<file path="src/rtl/calc_sequencer.sv">
// Calculator control sequencer: debounced button entry of two sign-magnitude operands,
// one-hot operator selection, ALU launch over start/done, and display source/mode control.
module calc_sequencer #(
  parameter int unsigned DEBOUNCE_CYCLES = 500000,
  parameter int unsigned REPEAT_CYCLES   = 25000000,
  parameter int unsigned MAX_VAL         = 999999,
  parameter int unsigned ALU_TIMEOUT     = 64
) (
  input  logic        CLOCK,
  input  logic        reset,
  input  logic [3:0]  buttons,
  input  logic [5:0]  switches,
  input  logic        alu_done,
  input  logic        alu_error,
  input  logic [20:0] alu_result,
  output logic [20:0] num1,
  output logic [20:0] num2,
  output logic [2:0]  alu_op,
  output logic        alu_start,
  output logic [20:0] disp_value,
  output logic [1:0]  disp_mode,
  output logic [9:0]  leds
);

  localparam int unsigned DbW  = $clog2(DEBOUNCE_CYCLES + 1);
  localparam int unsigned RepW = $clog2(REPEAT_CYCLES + 1);
  localparam int unsigned TmoW = $clog2(ALU_TIMEOUT + 1);
  localparam logic [DbW-1:0]  DbMax   = DbW'(DEBOUNCE_CYCLES - 1);
  localparam logic [RepW-1:0] RepMax  = RepW'(REPEAT_CYCLES - 1);
  localparam logic [TmoW-1:0] TmoLast = TmoW'(ALU_TIMEOUT - 1);
  localparam logic [20:0]     MaxVal  = 21'(MAX_VAL);

  // One-hot encoding so the state register drives the LEDs directly.
  typedef enum logic [5:0] {
    StEnter1   = 6'b000001,
    StEnter2   = 6'b000010,
    StSelect   = 6'b000100,
    StExec     = 6'b001000,
    StShow     = 6'b010000,
    StResetMsg = 6'b100000
  } state_e;

  logic [3:0]      sync1_q, sync2_q;
  logic [3:0]      pressed_q, pressed_d;  // debounced level, 1 = held
  logic [3:0]      press_evt;
  logic [DbW-1:0]  db_cnt_q [4];
  logic [DbW-1:0]  db_cnt_d [4];
  logic [RepW-1:0] rep_cnt_q [2];
  logic [RepW-1:0] rep_cnt_d [2];
  logic [1:0]      inc_q, inc_d;          // [0] +1, [1] +10
  logic [1:0]      cmd_q, cmd_d;          // [0] store, [1] clear

  state_e          state_q, state_d;
  logic [19:0]     acc_q, acc_d;
  logic [20:0]     num1_q, num1_d, num2_q, num2_d, res_q, res_d;
  logic            err_q, err_d, start_q, start_d, disarm_q, disarm_d;
  logic [2:0]      op_q, op_d;
  logic [TmoW-1:0] tmo_q, tmo_d;

  logic [20:0]     entry_val, acc_sum;
  logic [19:0]     acc_inc;
  logic [2:0]      op_cnt, op_idx;

  // Debounce and auto-repeat next-state; a counter runs only while the synced pin disagrees.
  always_comb begin
    pressed_d = pressed_q;
    press_evt = '0;
    for (int i = 0; i < 4; i++) begin
      db_cnt_d[i] = '0;
      if ((~sync2_q[i]) != pressed_q[i]) begin
        if (db_cnt_q[i] == DbMax) begin
          pressed_d[i] = ~pressed_q[i];
          press_evt[i] = ~pressed_q[i];
        end else begin
          db_cnt_d[i] = db_cnt_q[i] + 1'b1;
        end
      end
    end
    for (int i = 0; i < 2; i++) begin
      rep_cnt_d[i] = (pressed_q[i] && rep_cnt_q[i] != RepMax) ? rep_cnt_q[i] + 1'b1 : '0;
      inc_d[i]     = press_evt[i] | (pressed_q[i] & (rep_cnt_q[i] == RepMax));
    end
    cmd_d = press_evt[3:2];
  end

  // Button synchronizers, debounce counters and registered button events.
  always_ff @(posedge CLOCK or negedge reset) begin
    if (!reset) begin
      sync1_q   <= 4'hF;
      sync2_q   <= 4'hF;
      pressed_q <= '0;
      inc_q     <= '0;
      cmd_q     <= '0;
      for (int i = 0; i < 4; i++) db_cnt_q[i] <= '0;
      for (int i = 0; i < 2; i++) rep_cnt_q[i] <= '0;
    end else begin
      sync1_q   <= buttons;
      sync2_q   <= sync1_q;
      pressed_q <= pressed_d;
      inc_q     <= inc_d;
      cmd_q     <= cmd_d;
      for (int i = 0; i < 4; i++) db_cnt_q[i] <= db_cnt_d[i];
      for (int i = 0; i < 2; i++) rep_cnt_q[i] <= rep_cnt_d[i];
    end
  end

  // Negative zero collapses to +0; increments saturate at the display ceiling.
  assign entry_val = {switches[5] & (acc_q != '0), acc_q};
  assign acc_sum   = {1'b0, acc_q} + (inc_q[0] ? 21'd1 : 21'd0) + (inc_q[1] ? 21'd10 : 21'd0);
  assign acc_inc   = (acc_sum > MaxVal) ? MaxVal[19:0] : acc_sum[19:0];

  // Operator switch population count and index of the highest set bit.
  always_comb begin
    op_cnt = '0;
    op_idx = '0;
    for (int i = 0; i < 5; i++) begin
      if (switches[i]) begin
        op_cnt = op_cnt + 3'd1;
        op_idx = 3'(i);
      end
    end
  end

  // Sequencer next-state: clear beats store, store beats increments.
  always_comb begin
    state_d  = state_q;
    acc_d    = (inc_q != '0) ? acc_inc : acc_q;
    num1_d   = num1_q;
    num2_d   = num2_q;
    res_d    = res_q;
    err_d    = err_q;
    start_d  = 1'b0;
    disarm_d = disarm_q;
    op_d     = op_q;
    tmo_d    = tmo_q;
    if (cmd_q[1] && state_q != StResetMsg) begin
      num1_d  = '0;
      num2_d  = '0;
      acc_d   = '0;
      state_d = StResetMsg;
    end else begin
      unique case (state_q)
        StEnter1: if (cmd_q[0]) begin
          num1_d  = entry_val;
          acc_d   = '0;
          state_d = StEnter2;
        end
        StEnter2: if (cmd_q[0]) begin
          num2_d   = entry_val;
          acc_d    = '0;
          disarm_d = 1'b0;
          state_d  = StSelect;
        end
        StSelect: begin
          if (disarm_q) begin
            if (switches[4:0] == '0) disarm_d = 1'b0;
          end else if (op_cnt == 3'd1) begin
            op_d    = op_idx;
            start_d = 1'b1;
            tmo_d   = '0;
            state_d = StExec;
          end
        end
        StExec: begin
          tmo_d = tmo_q + 1'b1;
          // The launch cycle itself never accepts a done.
          if (!start_q) begin
            if (alu_done) begin
              res_d   = alu_result;
              err_d   = alu_error;
              state_d = StShow;
            end else if (tmo_q == TmoLast) begin
              res_d   = '0;
              err_d   = 1'b1;
              state_d = StShow;
            end
          end
        end
        StShow: if (cmd_q[0]) begin
          disarm_d = 1'b1;
          state_d  = StSelect;
        end
        StResetMsg: if (cmd_q[1]) state_d = StEnter1;
        default: state_d = StEnter1;
      endcase
    end
  end

  // Sequencer state and datapath registers.
  always_ff @(posedge CLOCK or negedge reset) begin
    if (!reset) begin
      state_q  <= StEnter1;
      acc_q    <= '0;
      num1_q   <= '0;
      num2_q   <= '0;
      res_q    <= '0;
      err_q    <= 1'b0;
      start_q  <= 1'b0;
      disarm_q <= 1'b0;
      op_q     <= '0;
      tmo_q    <= '0;
    end else begin
      state_q  <= state_d;
      acc_q    <= acc_d;
      num1_q   <= num1_d;
      num2_q   <= num2_d;
      res_q    <= res_d;
      err_q    <= err_d;
      start_q  <= start_d;
      disarm_q <= disarm_d;
      op_q     <= op_d;
      tmo_q    <= tmo_d;
    end
  end

  // Output decode: display source and mode follow the current state.
  always_comb begin
    num1       = num1_q;
    num2       = num2_q;
    alu_op     = op_q;
    alu_start  = start_q;
    leds       = {4'b0000, state_q};
    disp_value = '0;
    disp_mode  = 2'd0;
    unique case (state_q)
      StEnter1, StEnter2: disp_value = entry_val;
      StSelect: begin
        disp_value = num2_q;
        disp_mode  = (op_cnt > 3'd1) ? 2'd1 : 2'd0;
      end
      StExec:     disp_value = num2_q;
      StShow: begin
        disp_value = res_q;
        disp_mode  = err_q ? 2'd1 : 2'd0;
      end
      StResetMsg: disp_mode = 2'd2;
      default: ;
    endcase
  end

endmodule

</file>
<file path="config.mk">
export PLATFORM = sky130hd
export DESIGN_NAME = calc_sequencer
export DESIGN_NICKNAME = d
export VERILOG_FILES = /design/src/rtl/calc_sequencer.sv
export SDC_FILE = /design/constraint.sdc
export NUM_CORES = 1
export LEC_CHECK = 0
export CAP_MARGIN = 20
export CORE_UTILIZATION = 55
export CTS_CLUSTER_SIZE = 30
export DETAILED_ROUTE_END_ITERATION = 10
export PLACE_DENSITY = 0.77
export SLEW_MARGIN = 10
export SYNTH_ARGS = -nofsm -noshare
export SYNTH_HDL_FRONTEND = slang
export SYNTH_SLANG_ARGS = --single-unit
</file>
<file path="constraint.sdc">
create_clock -name CLOCK -period 3.7 [get_ports CLOCK]
set_clock_uncertainty 0.2 [all_clocks]
set_input_delay 0.74 -clock CLOCK [delete_from_list [all_inputs] [get_ports CLOCK]]
set_output_delay 0.74 -clock CLOCK [all_outputs]
set_load 0.005 [all_outputs]
</file>
# Word-level counts from Yosys, hierarchy flattened

Cells that the tools add are included.

Bits in registers: 244
Output and inout bits: 79
Latch bits: 0
Bits in read-only memories: 0
Word-level logic and storage cells: 182
Memories kept: 0
RAM bits: 0

$add $sub $neg: 13
Shifts and indexed selects: 0
Equal/unequal tests: 32
Multiply operators: 0
Reduce and logical (&&, ||, !) cells: 26
Bitwise logic cells: 16
Div/mod/pow operators: 0
Magnitude comparators: 2
Mux-type cells: 69

Operators with widths:

| operator                                                                | number |
|---|---|
| 19-bit two-way mux                                                      | 8 |
| 21-bit two-way mux                                                      | 7 |
| 20-bit two-way mux                                                      | 5 |
| 19-bit by 1-bit adder with 19-bit output (second input constant)        | 4 |
| 19-bit equality test (second input constant)                            | 4 |
| 21-bit case mux with 3 select lines                                     | 1 |
| 6-bit two-way mux                                                       | 9 |
| 25-bit by 1-bit adder with 25-bit output (second input constant)        | 2 |
| 25-bit equality test (second input constant)                            | 2 |
| 25-bit two-way mux                                                      | 2 |
| 25-bit inequality test (second input constant)                          | 2 |
| 6-bit case mux with 5 select lines                                      | 1 |
| 1-bit two-way mux                                                       | 23 |
| 20-bit by 1-bit adder with 21-bit output                                | 1 |
| 21-bit by 4-bit adder with 21-bit output                                | 1 |
| 21-bit by 20-bit > comparator with 1-bit output (second input constant) | 1 |
| 3-bit two-way mux                                                       | 7 |
| 20-bit nonzero test                                                     | 1 |
| 4-bit AND reduction                                                     | 4 |
| 3-bit inequality test (second input constant)                           | 5 |
| 7-bit two-way mux                                                       | 2 |
| 7-bit case mux with 2 select lines                                      | 1 |
| 3-bit by 1-bit adder with 3-bit output (second input constant)          | 4 |
| 2-bit AND reduction                                                     | 6 |
| other kinds (27)                                                        | 55 |

# Longest topological paths before layout

Gate-level depths: netlist of the first run.

Depth after elaboration: 14
Mapped depth: 18
Depth with buffers taken out: 16

# Worst setup path before layout of the first run

No wires, ideal clock.

Kind: input to register
From: in switches[0]
To: reg res_q[10]
Data required time: 3,372 ps
Path buffers: 2
Setup slack: -86 ps
Cell stages on the path: 16
Data arrival time: 3,458 ps
Library setup time: 128 ps
Cells stage by stage: inv_1 ha_1 xor2_1 ha_1 nand2_1 o31ai_1 ha_1 nand2_1 xor2_1 xnor2_1 nor3_1 o311ai_2 or2_1 buf_2 buf_2 o21ai_0

RTL lines:

| what                   | line | text |
|---|---|---|
| start: declaration     | 12   | `input logic [5:0] switches,` |
| end signal: assignment | 207  | `res_q <= res_d;` |
| end: declaration       | 55   | `logic [20:0] num1_q, num1_d, num2_q, num2_d, res_q, res_d;` |

# Worst setup path in the final report of the first run

From: in switches[1]
To: out disp_mode[0]

Word-level cells in the longest chain between the ends: 10

RTL lines:

| what                                              | line | text |
|---|---|---|
| 3-bit two-way mux (*)                             | 117  | `if (switches[i]) begin` |
| 3-bit by 1-bit adder with 3-bit output            | 118  | `op_cnt = op_cnt + 3'd1;` |
| 3-bit two-way mux (*)                             | 117  |  |
| 3-bit by 1-bit adder with 3-bit output            | 118  |  |
| 3-bit two-way mux (*)                             | 117  |  |
| 3-bit by 1-bit adder with 3-bit output            | 118  |  |
| 3-bit two-way mux (*)                             | 117  |  |
| 3-bit by 1-bit > comparator with 1-bit output (*) | 229  | `disp_mode = (op_cnt > 3'd1) ? 2'd1 : 2'd0;` |
| 1-bit two-way mux (*)                             | 229  |  |
| 2-bit case mux with 3 select lines (*)            | 225  | `unique case (state_q)` |
| end: declaration                                  | 21   | `output logic [1:0] disp_mode,` |

Mark *: on every way between the ends. The rest lies on a longest branch, timed or not.

==> flow_metrics.tcl, run 1 <==
set metrics [dict create \
    syn_area_per_cell_um2 9.21 \
    cts_sinks 244 \
    synth_warnings 0 \
    min_period_over_period_pct 102 \
    synthDistinctLibCells 73 \
    path_cells "buf_2, inv_2, ha_4, xor2_2, ha_1, nand2_2, o31ai_2, ha_2, nand2_2, xor2_2, xnor2_2, a21oi_2, o21ai_1, buf_2" \
    multi_input_area_mm2 0.00573 \
    utilization_pct 68.5 \
    cts_tree "done" \
    cts_buffer_depth 3 \
    drt_pre_antenna_iters 7 \
    critPathBufInv 3 \
    status "finished with violations" \
    cts_buffers 26 \
    top_level_ports 114 \
    initial_utilization_pct 56.1 \
    ys.flop_type "dfrtp_1" \
    die_w_um 151 \
    fin_crit_ps 3760 \
    route.detailed.drc 0 \
    finalPower_mw 6.69 \
    areaGrowthSynthToFinish_pct 22.1 \
    wirelength_um 28900 \
    cts_root_buf "clkbuf_16" \
    num_vias 9971 \
    placed_cell_area_mm2 0.0138 \
    post_drt_via_cell_ratio 5.71 \
    worstPathMaxFanout 3 \
    leakage_nw 6.86 \
    avgRoutedWirePerCell_um 16.5 \
    nFillCells 1641 \
    postLayoutCellArea_mm2 0.0149 \
    ys_ff_latch 244 \
    worstPathRequired_ps 2760 \
    grt_pass1_wl_um 47500 \
    slew_headroom_pct 43.1 \
    start_kind "input pin" \
    regArea_mm2 0.00612 \
    syn-instance-count 1324 \
    fp.dieH_um 151 \
    diodes 0 \
    dp_hpwl_um 19400 \
    io_buffers 109 \
    first_iter_violations 702 \
    grt_setup_unrepaired "true" \
    antenna_found_initial 2 \
    worstMarginPinSlew_ps 853 \
    crit_family "adder cells" \
    post-place-ws_ps -1040 \
    fin_cells 1747 \
    layout_common_cells "dfrtp_1 (233), nand2_1 (196), nor2_1 (171), clkdlybuf4s50_1 (83), nand3_1 (79)" \
    grt_max_degree 96 \
    gp_congestion 0.936 \
    hold_slack_ps 19.0 \
    synth_edf_count 0 \
    grt_overflow 0 \
    synth_area_mm2 0.0122 \
    drv_slew 0 \
    rows 54 \
    core_mm2 0.0218 \
    ant_nets 0 \
    max_freq_mhz 266 \
    power.density_mw_per_mm2 449 \
    tns_ps -61.3 \
    path_class "in -> out" \
    path_clk_slew_ps 60 \
    cpPeakStageDelay_ps 300 \
    synthArstFlopShare_pct 100 \
    setup_viol 1 \
    max_cap_violations 0 \
    track_usage_pct 26.0 \
    placed_cells 1690 \
    peakVddDrop_mv 0.396 \
    violations "negative setup slack" \
    grt_pass1_vias 9674 \
    dieArea_mm2 0.0228 \
    cp_data_arrival_time_ps 2820 \
    drive_above_1_share_pct 10.3 \
    clkLatencyLatePin_ps 530 \
    layout.cells.most_common "dfrtp_1" \
    critPathCaptureType "output port" \
    nNetsFinal 1500 \
    layout_setup_ws_ps -61.3 \
    crit_slowest_cell "ha_1" \
    hold_violations 0 \
    synth-seq-area-share_pct 50.2 \
    cts_max_level 1 \
    min_path_type "in -> async" \
]
[logic make-up (layout without fill, tap and decap cells)]
group | Yosys count | after routing | synth area share, %
other cells | 1 | 4 | 0.0307
xor+xnor | 130 | 130 | 9.34
fa+ha+maj | 16 | 16 | 1.70
buf+inv | 123 | 263 | 4.14
simple gates | 619 | 619 | 23.8
mux | 7 | 7 | 0.616
flops | 244 | 244 | 50.2
compound gates | 184 | 184 | 10.2
[worst reg2reg max path, cell delays in order, from the launching register on]
cell and delay [ps]:
dfrtp_1 380, ha_1 210, inv_1 60, fa_1 390, nand4b_1 300, nand2_1 280
a32oi_1 170, a221o_1 290, a2111oi_0 360, o21ai_1 180, and2_1 280, a211oi_1 310
[cell usage after synthesis, drive strengths merged (8+ instances only)]
master	instances	area, um2
and3	27	169
xnor2	61	534
o31ai	10	88.8
and2	8	50.1
nor3	24	120
ha	15	188
nor4	11	68.8
nand2	199	749
dfstp	9	236
xor2	69	604
inv	54	203
nand4b	8	70.1
nor2b	9	56.3
nor2	173	649
or3	16	100
nand3	79	395
a31oi	8	50.1
nand4	35	225
a211oi	15	118
buf	19	115
dfrtp	235	5880
clkbuf	50	188
a222oi	20	200
a21oi	42	210
o21ai	53	269
[where the power goes]
part           internal [mW]  switching, mW  leakage (nW)  total (mW)
Combinational          0.473          0.559          3.09        1.03
Clock                   1.61           1.04         0.433        2.65
Sequential              2.86          0.153          3.34        3.01
Total                   4.95           1.75          6.86        6.69
[flip-flops by register name, summed over array words and instances, names as in the netlist]
name       cells
acc_q         20
cmd_q          2
state_q        6
err_q          1
num1          21
db_cnt_q      76
pressed_q      4
tmo_q          7
sync2_q        4
res_q         21
sync1_q        4
num2          21
rep_cnt_q     50
disarm_q       1
alu_op         3
inc_q          2
alu_start      1
[timing repair]
item                                    CTS  global route
hold buffers                              0             0
endpoints found under the setup margin   47            20
buffers inserted                          5             5
resized for setup                        33            25
gates cloned                              1             0
pin swaps                                10             6
[routing by layer]
layer  vias up  track usage, %  part of all wire, %  routed length (um)
met1      4818            34.2                   43               12300
met2       316            43.5                   48               14000
li1       4767               -                    -                   -
met4         4            8.45                  2.7                 779
met5         -               0                0.093                  27
met3        66            4.76                  6.1                1750
[layout make-up]
type	count	share of cell area, %
multi-input cells	960	38.4
clock buffers	41	5.36
inverters	54	1.36
repair buffers	163	10.9
flip-flops and latches	244	41.1
well taps	280	2.35
clock inverters	5	0.546
[worst paths after layout]
kind | start | endpoint | slack (ps) | cells past startpoint
min reg2reg | sync1_q[0] | sync2_q[0] | 160 | 0
max reg2reg | inc_q[0] | acc_q[7] | 170 | 11
max | switches[1] | disp_mode[0] | -60 | 14
min in group CLOCK | sync1_q[0] | sync2_q[0] | 160 | 0
min | reset | tmo_q[3] | 20 | 1
max in group asynchronous | reset | sync1_q[2] | 2400 | 2
(Power assumes the default switching activity.)
==> run 2: changes to the inputs <==
Settings changed: SKIP_CTS_REPAIR_TIMING from default to 1.
==> run 2 against run 1 <==
Compared with the run above:
- the run still ends with negative setup slack left
- final cell count rose by 0.40%
- die area is the same
- setup slack better by 16 ps
- via count increased by 0.99%
- non-clock buffer count is 7 higher
- wire length increased by 1.5%
- sequential share of layout area shrank 0.21 points
- critical endpoint unchanged
==> flow_metrics.tcl, run 2 (synthesis results as in run 1) <==
set metrics [dict create \
    antenna_found_initial 2 \
    start_kind "input pin" \
    track_usage_pct 25.6 \
    cts_root_buf "clkbuf_16" \
    reg2reg_depth 11 \
    dp_hpwl_um 19400 \
    grt_overflow 0 \
    critPathCaptureType "output port" \
    io_buffers 109 \
    path_class "in -> out" \
    cts_max_level 1 \
    initial_utilization_pct 56.1 \
    status "finished with violations" \
    peakVddDrop_mv 0.395 \
    grt_pass1_vias 9585 \
    reg2reg_setup_slack_ps 160 \
    num_vias 10100 \
    first_iter_violations 797 \
    drt_pre_antenna_iters 7 \
    areaGrowthSynthToFinish_pct 22.8 \
    layout_common_cells "dfrtp_1 (232), nand2_1 (196), nor2_1 (171), clkdlybuf4s50_1 (87), nand3_1 (79)" \
    cts_tree "done" \
    worstPathRequired_ps 2760 \
    drive_above_1_share_pct 10.9 \
    nNetsFinal 1507 \
    worstPathMaxFanout 2 \
    max_freq_mhz 267 \
    cts_buffers 26 \
    path_clk_slew_ps 60 \
    grt_max_degree 96 \
    top_regs "db_cnt_q x76, rep_cnt_q x50" \
    min_period_over_period_pct 101 \
    fin_cells 1754 \
    layout.cells.most_common "dfrtp_1" \
    largest_register "db_cnt_q" \
    dieArea_mm2 0.0228 \
    placed_cells 1690 \
    diodes 0 \
    cp_data_arrival_time_ps 2810 \
    gp_congestion 0.936 \
    power.density_mw_per_mm2 453 \
    tns_ps -45.2 \
    min_path_type "in -> async" \
    die_w_um 151 \
    worstMarginPinSlew_ps 864 \
    largest_reg_flops 76 \
    violations "negative setup slack" \
    top_level_ports 114 \
    grt_pass1_wl_um 46800 \
    core_mm2 0.0218 \
    placed_cell_area_mm2 0.0138 \
    setup_viol 1 \
    max_cap_violations 0 \
    cts_buffer_depth 3 \
    avgRoutedWirePerCell_um 16.7 \
    cts_sinks 244 \
    leakage_nw 6.87 \
    post_drt_via_cell_ratio 5.74 \
    utilization_pct 68.8 \
    r2r-end "acc_q[7]" \
    layout_setup_ws_ps -45.2 \
    slew_headroom_pct 42.4 \
    fp.dieH_um 151 \
    fin_crit_ps 3750 \
    grt_setup_unrepaired "true" \
    wirelength_um 29300 \
    postLayoutCellArea_mm2 0.0150 \
    drv_slew 0 \
    ant_nets 0 \
    clkLatencyLatePin_ps 520 \
    r2r_start "inc_q[0]" \
    route.detailed.drc 0 \
    hold_violations 0 \
    rows 54 \
]
[run 2: changes by cell type in the layout (fill, tap and decap cells not counted), moves of 2 or more]
cell	delta
clkdlybuf4s50_1	+4
clkbuf_16	+2
dlygate4sd2_1	-3
clkbuf_2	+2
buf_4	+4
buf_2	-2
[run 2: how the worst max path moves through the flow]
| stage | slack (ps) | start | end |
|---|---|---|---|
| after floorplan | 20 | switches[0] | res_q[10] |
| after global placement | -860 | switches[1] | disp_mode[0] |
| after detailed placement | -1040 | switches[1] | disp_mode[0] |
| after CTS | -1050 | switches[1] | disp_mode[0] |
| after global routing | -120 | switches[0] | disp_mode[0] |
| final | -50 | switches[0] | disp_mode[0] |
[run 2: per-layer routing]
| layer | up-vias | track usage [%] | share of wire, % |
|---|---|---|---|
| met1 | 4860 | 34.0 | 42 |
| met2 | 333 | 42.8 | 48 |
| met5 | - | 0 | 0.078 |
| met4 | 4 | 7.80 | 3.5 |
| met3 | 83 | 4.34 | 6.1 |
| li1 | 4790 | - | - |
[run 2: power by group]
part | internal, mW | switching [mW] | leakage [nW]
clock | 1.61 | 1.04 | 0.433
sequential | 2.86 | 0.160 | 3.34
combinational | 0.529 | 0.582 | 3.09
total | 5.00 | 1.78 | 6.87
[run 2: cell type report]
cell class,instances,area [um2]
clock buffers,41,798
clock inverters,5,81.3
fillers,1620,6780
inverters,54,203
multi-input cells,960,5730
flip-flops and latches,244,6120
well taps,280,350
repair buffers,170,1690
[run 2: critical path, cell delays in order]
cell and delay [ps]:
clkbuf_2 110, inv_2 50, ha_4 250, xor2_2 170, ha_1 310, nand2_2 80
o31ai_2 60, ha_2 180, nand2_2 80, xor2_2 200, xnor2_2 160, a21oi_2 70
o21ai_1 190, buf_2 150
[run 2: per-stage QoR]
step / hold WS [ps] / setup slack, ps / total power [mW]
finish: 19.8 / -45.2 / 6.78
global route: 82.6 / -118 / 7.04
CTS: 52.5 / -1050 / 6.60
detailed placement: 147 / -1040 / 3.95
global placement: 146 / -864 / 3.91
floorplan: 145 / 23.6 / 3.52
==> run 3: changes to the inputs <==
Settings changed: CORE_ASPECT_RATIO from default to 1.5.
==> run 3 against run 2 <==
Compared with the run above:
- the run ends with negative hold slack, negative setup slack left
- via count is 0.51% higher
- count of clock-buffer cells in the layout is 4 lower
- wire length is 3.6% higher
- clock power is 9.4% lower
- critical path type unchanged
- largest cell class unchanged
==> flow_metrics.tcl, run 3 (synthesis results as in run 1) <==
set metrics [dict create \
    cts_tree "done" \
    diodes 0 \
    worstPathMaxFanout 2 \
    cpPeakStageDelay_ps 320 \
    critPathCaptureType "output port" \
    core_mm2 0.0217 \
    path_clk_slew_ps 60 \
    peakVddDrop_mv 0.433 \
    fin_crit_ps 3780 \
    wirelength_um 30400 \
    path_class "in -> out" \
    crit_slowest_cell "ha_1" \
    pwr-share-seq_pct 46.6 \
    drive_above_1_share_pct 11.0 \
    clkLatencyLatePin_ps 520 \
    top_regs "db_cnt_q x76, rep_cnt_q x50" \
    fp.dieH_um 184 \
    largest_reg_flops 76 \
    placed_cells 1694 \
    cts_buffers 24 \
    p_sw_share_pct 26.4 \
    min_path_type "in -> async" \
    dr_wl_met3_um 1700 \
    nNetsFinal 1511 \
    crit_family "adder cells" \
    start_kind "input pin" \
    grt_setup_unrepaired "true" \
    min_period_over_period_pct 102 \
    pwr-share-clk_pct 37.2 \
    cts_root_buf "clkbuf_16" \
    violations "negative hold slack, negative setup slack" \
    max_cap_violations 0 \
    utilization_pct 68.7 \
    drt_pre_antenna_iters 6 \
    leakage_nw 6.87 \
    dp_hpwl_um 21000 \
    route.detailed.drc 0 \
    avgRoutedWirePerCell_um 17.4 \
    die_w_um 124 \
    wl_met1_um 12000 \
    path_cells "dlymetal6s2s_1, inv_2, ha_4, xor2_2, ha_1, nand2_2, o31ai_1, ha_2, nand2_2, xor2_2, xnor2_2, a21oi_1, o21ai_1, buf_2" \
    power.density_mw_per_mm2 433 \
    worstMarginPinSlew_ps 805 \
    track_usage_pct 26.8 \
    num_vias 10100 \
    grt_pass1_vias 9949 \
    drv_slew 0 \
    gp_congestion 0.927 \
    layout_setup_ws_ps -84.7 \
    first_iter_violations 797 \
    setup_viol 1 \
    pwr-share-comb_pct 16.2 \
    cts_sinks 244 \
    grt_max_degree 86 \
    regArea_mm2 0.00612 \
    slew_headroom_pct 46.3 \
    cp_data_arrival_time_ps 2840 \
    io_buffers 109 \
    cts_buffer_depth 3 \
    top_layer "met4" \
    largest_register "db_cnt_q" \
    met2WireLength_um 15700 \
    internal_power_mw 4.75 \
    antenna_found_initial 0 \
    finalPower_mw 6.46 \
    areaGrowthSynthToFinish_pct 22.3 \
    ant_nets 0 \
    post-place-ws_ps -1030 \
    cts_max_level 1 \
    multi_input_area_mm2 0.00572 \
    hold_violations 3 \
    status "finished with violations" \
    grt_pass1_wl_um 48400 \
    nFillCells 1695 \
    dieArea_mm2 0.0228 \
    layout.cells.most_common "dfrtp_1" \
    grt_overflow 0 \
    fin_cells 1750 \
    initial_utilization_pct 56.2 \
    worstPathRequired_ps 2760 \
    hold_slack_ps -7.24 \
    rows 66 \
    post_drt_via_cell_ratio 5.78 \
    switchingPower_mw 1.70 \
    top_level_ports 114 \
    critPathBufInv 3 \
    max_freq_mhz 264 \
    layout_common_cells "dfrtp_1 (233), nand2_1 (195), nor2_1 (170), clkdlybuf4s50_1 (87), nand3_1 (79)" \
]
run 3: cell types whose count changed in the layout (fill, tap and decap cells not counted), sizes merged:
cell / before / now
clkbuf: 46 / 40
clkinv: 2 / 6
bufinv: 2 / 1
inv: 55 / 54
buf: 60 / 66
dlymetal6s2s: 18 / 20
run 3: through the flow:
| stage | setup TNS, ps | cell area, um2 |
|---|---|---|
| after global placement | -17510 | 13900 |
| after detailed placement | -21470 | 13900 |
| final | -84.7 | 14900 |
| after global routing | -323 | 14900 |
| after floorplan | 0 | 12200 |
| after CTS | -6850 | 14700 |
run 3: power groups by stage:
| stage | Clock [mW] | Combinational, mW | Sequential (mW) |
|---|---|---|---|
| after floorplan | 0 | 0.520 | 3.00 |
| after global routing | 2.55 | 1.13 | 3.02 |
| after global placement | 0 | 0.872 | 3.04 |
| final | 2.40 | 1.05 | 3.01 |
| after CTS | 2.44 | 0.909 | 3.00 |
| after detailed placement | 0 | 0.902 | 3.04 |
run 3: layout make-up:
class	instances	area share, %
Multi-Input combinational cell	960	38.3
Sequential cell	244	41.0
Inverter	54	1.36
Timing Repair Buffer	176	11.8
Clock inverter	7	0.403
Clock buffer	37	4.83
Tap cell	272	2.28
run 3: worst register-to-register path: stages (launching register included):
cell and delay, ps:
dfrtp_1 430, ha_1 250, inv_1 80, fa_1 400, nand4b_1 340, a211oi_2 350
buf_4 190, xnor2_1 110, nand2_1 90, a211oi_1 280, o21ai_1 200, and2_2 280
a211oi_1 280
run 3: path summary, 6_finish.rpt:
path / startpoint / end / slack, ps / cells past startpoint
max: switches[0] / disp_mode[0] / -80 / 14
min: reset / db_cnt_q[30] / -7 / 1
max reg2reg: inc_q[0] / acc_q[10] / 130 / 12
min reg2reg: sync1_q[3] / sync2_q[3] / 140 / 0
max in group asynchronous: reset / sync1_q[0] / 2400 / 2
min in group CLOCK: sync1_q[3] / sync2_q[3] / 140 / 0
run 3: per-layer routing:
metal / vias up / global-route usage (%)
met5: - / 0
met4: 0 / 9.45
met3: 73 / 2.78
met2: 324 / 47.1
met1: 4926 / 33.9
li1: 4798 / -
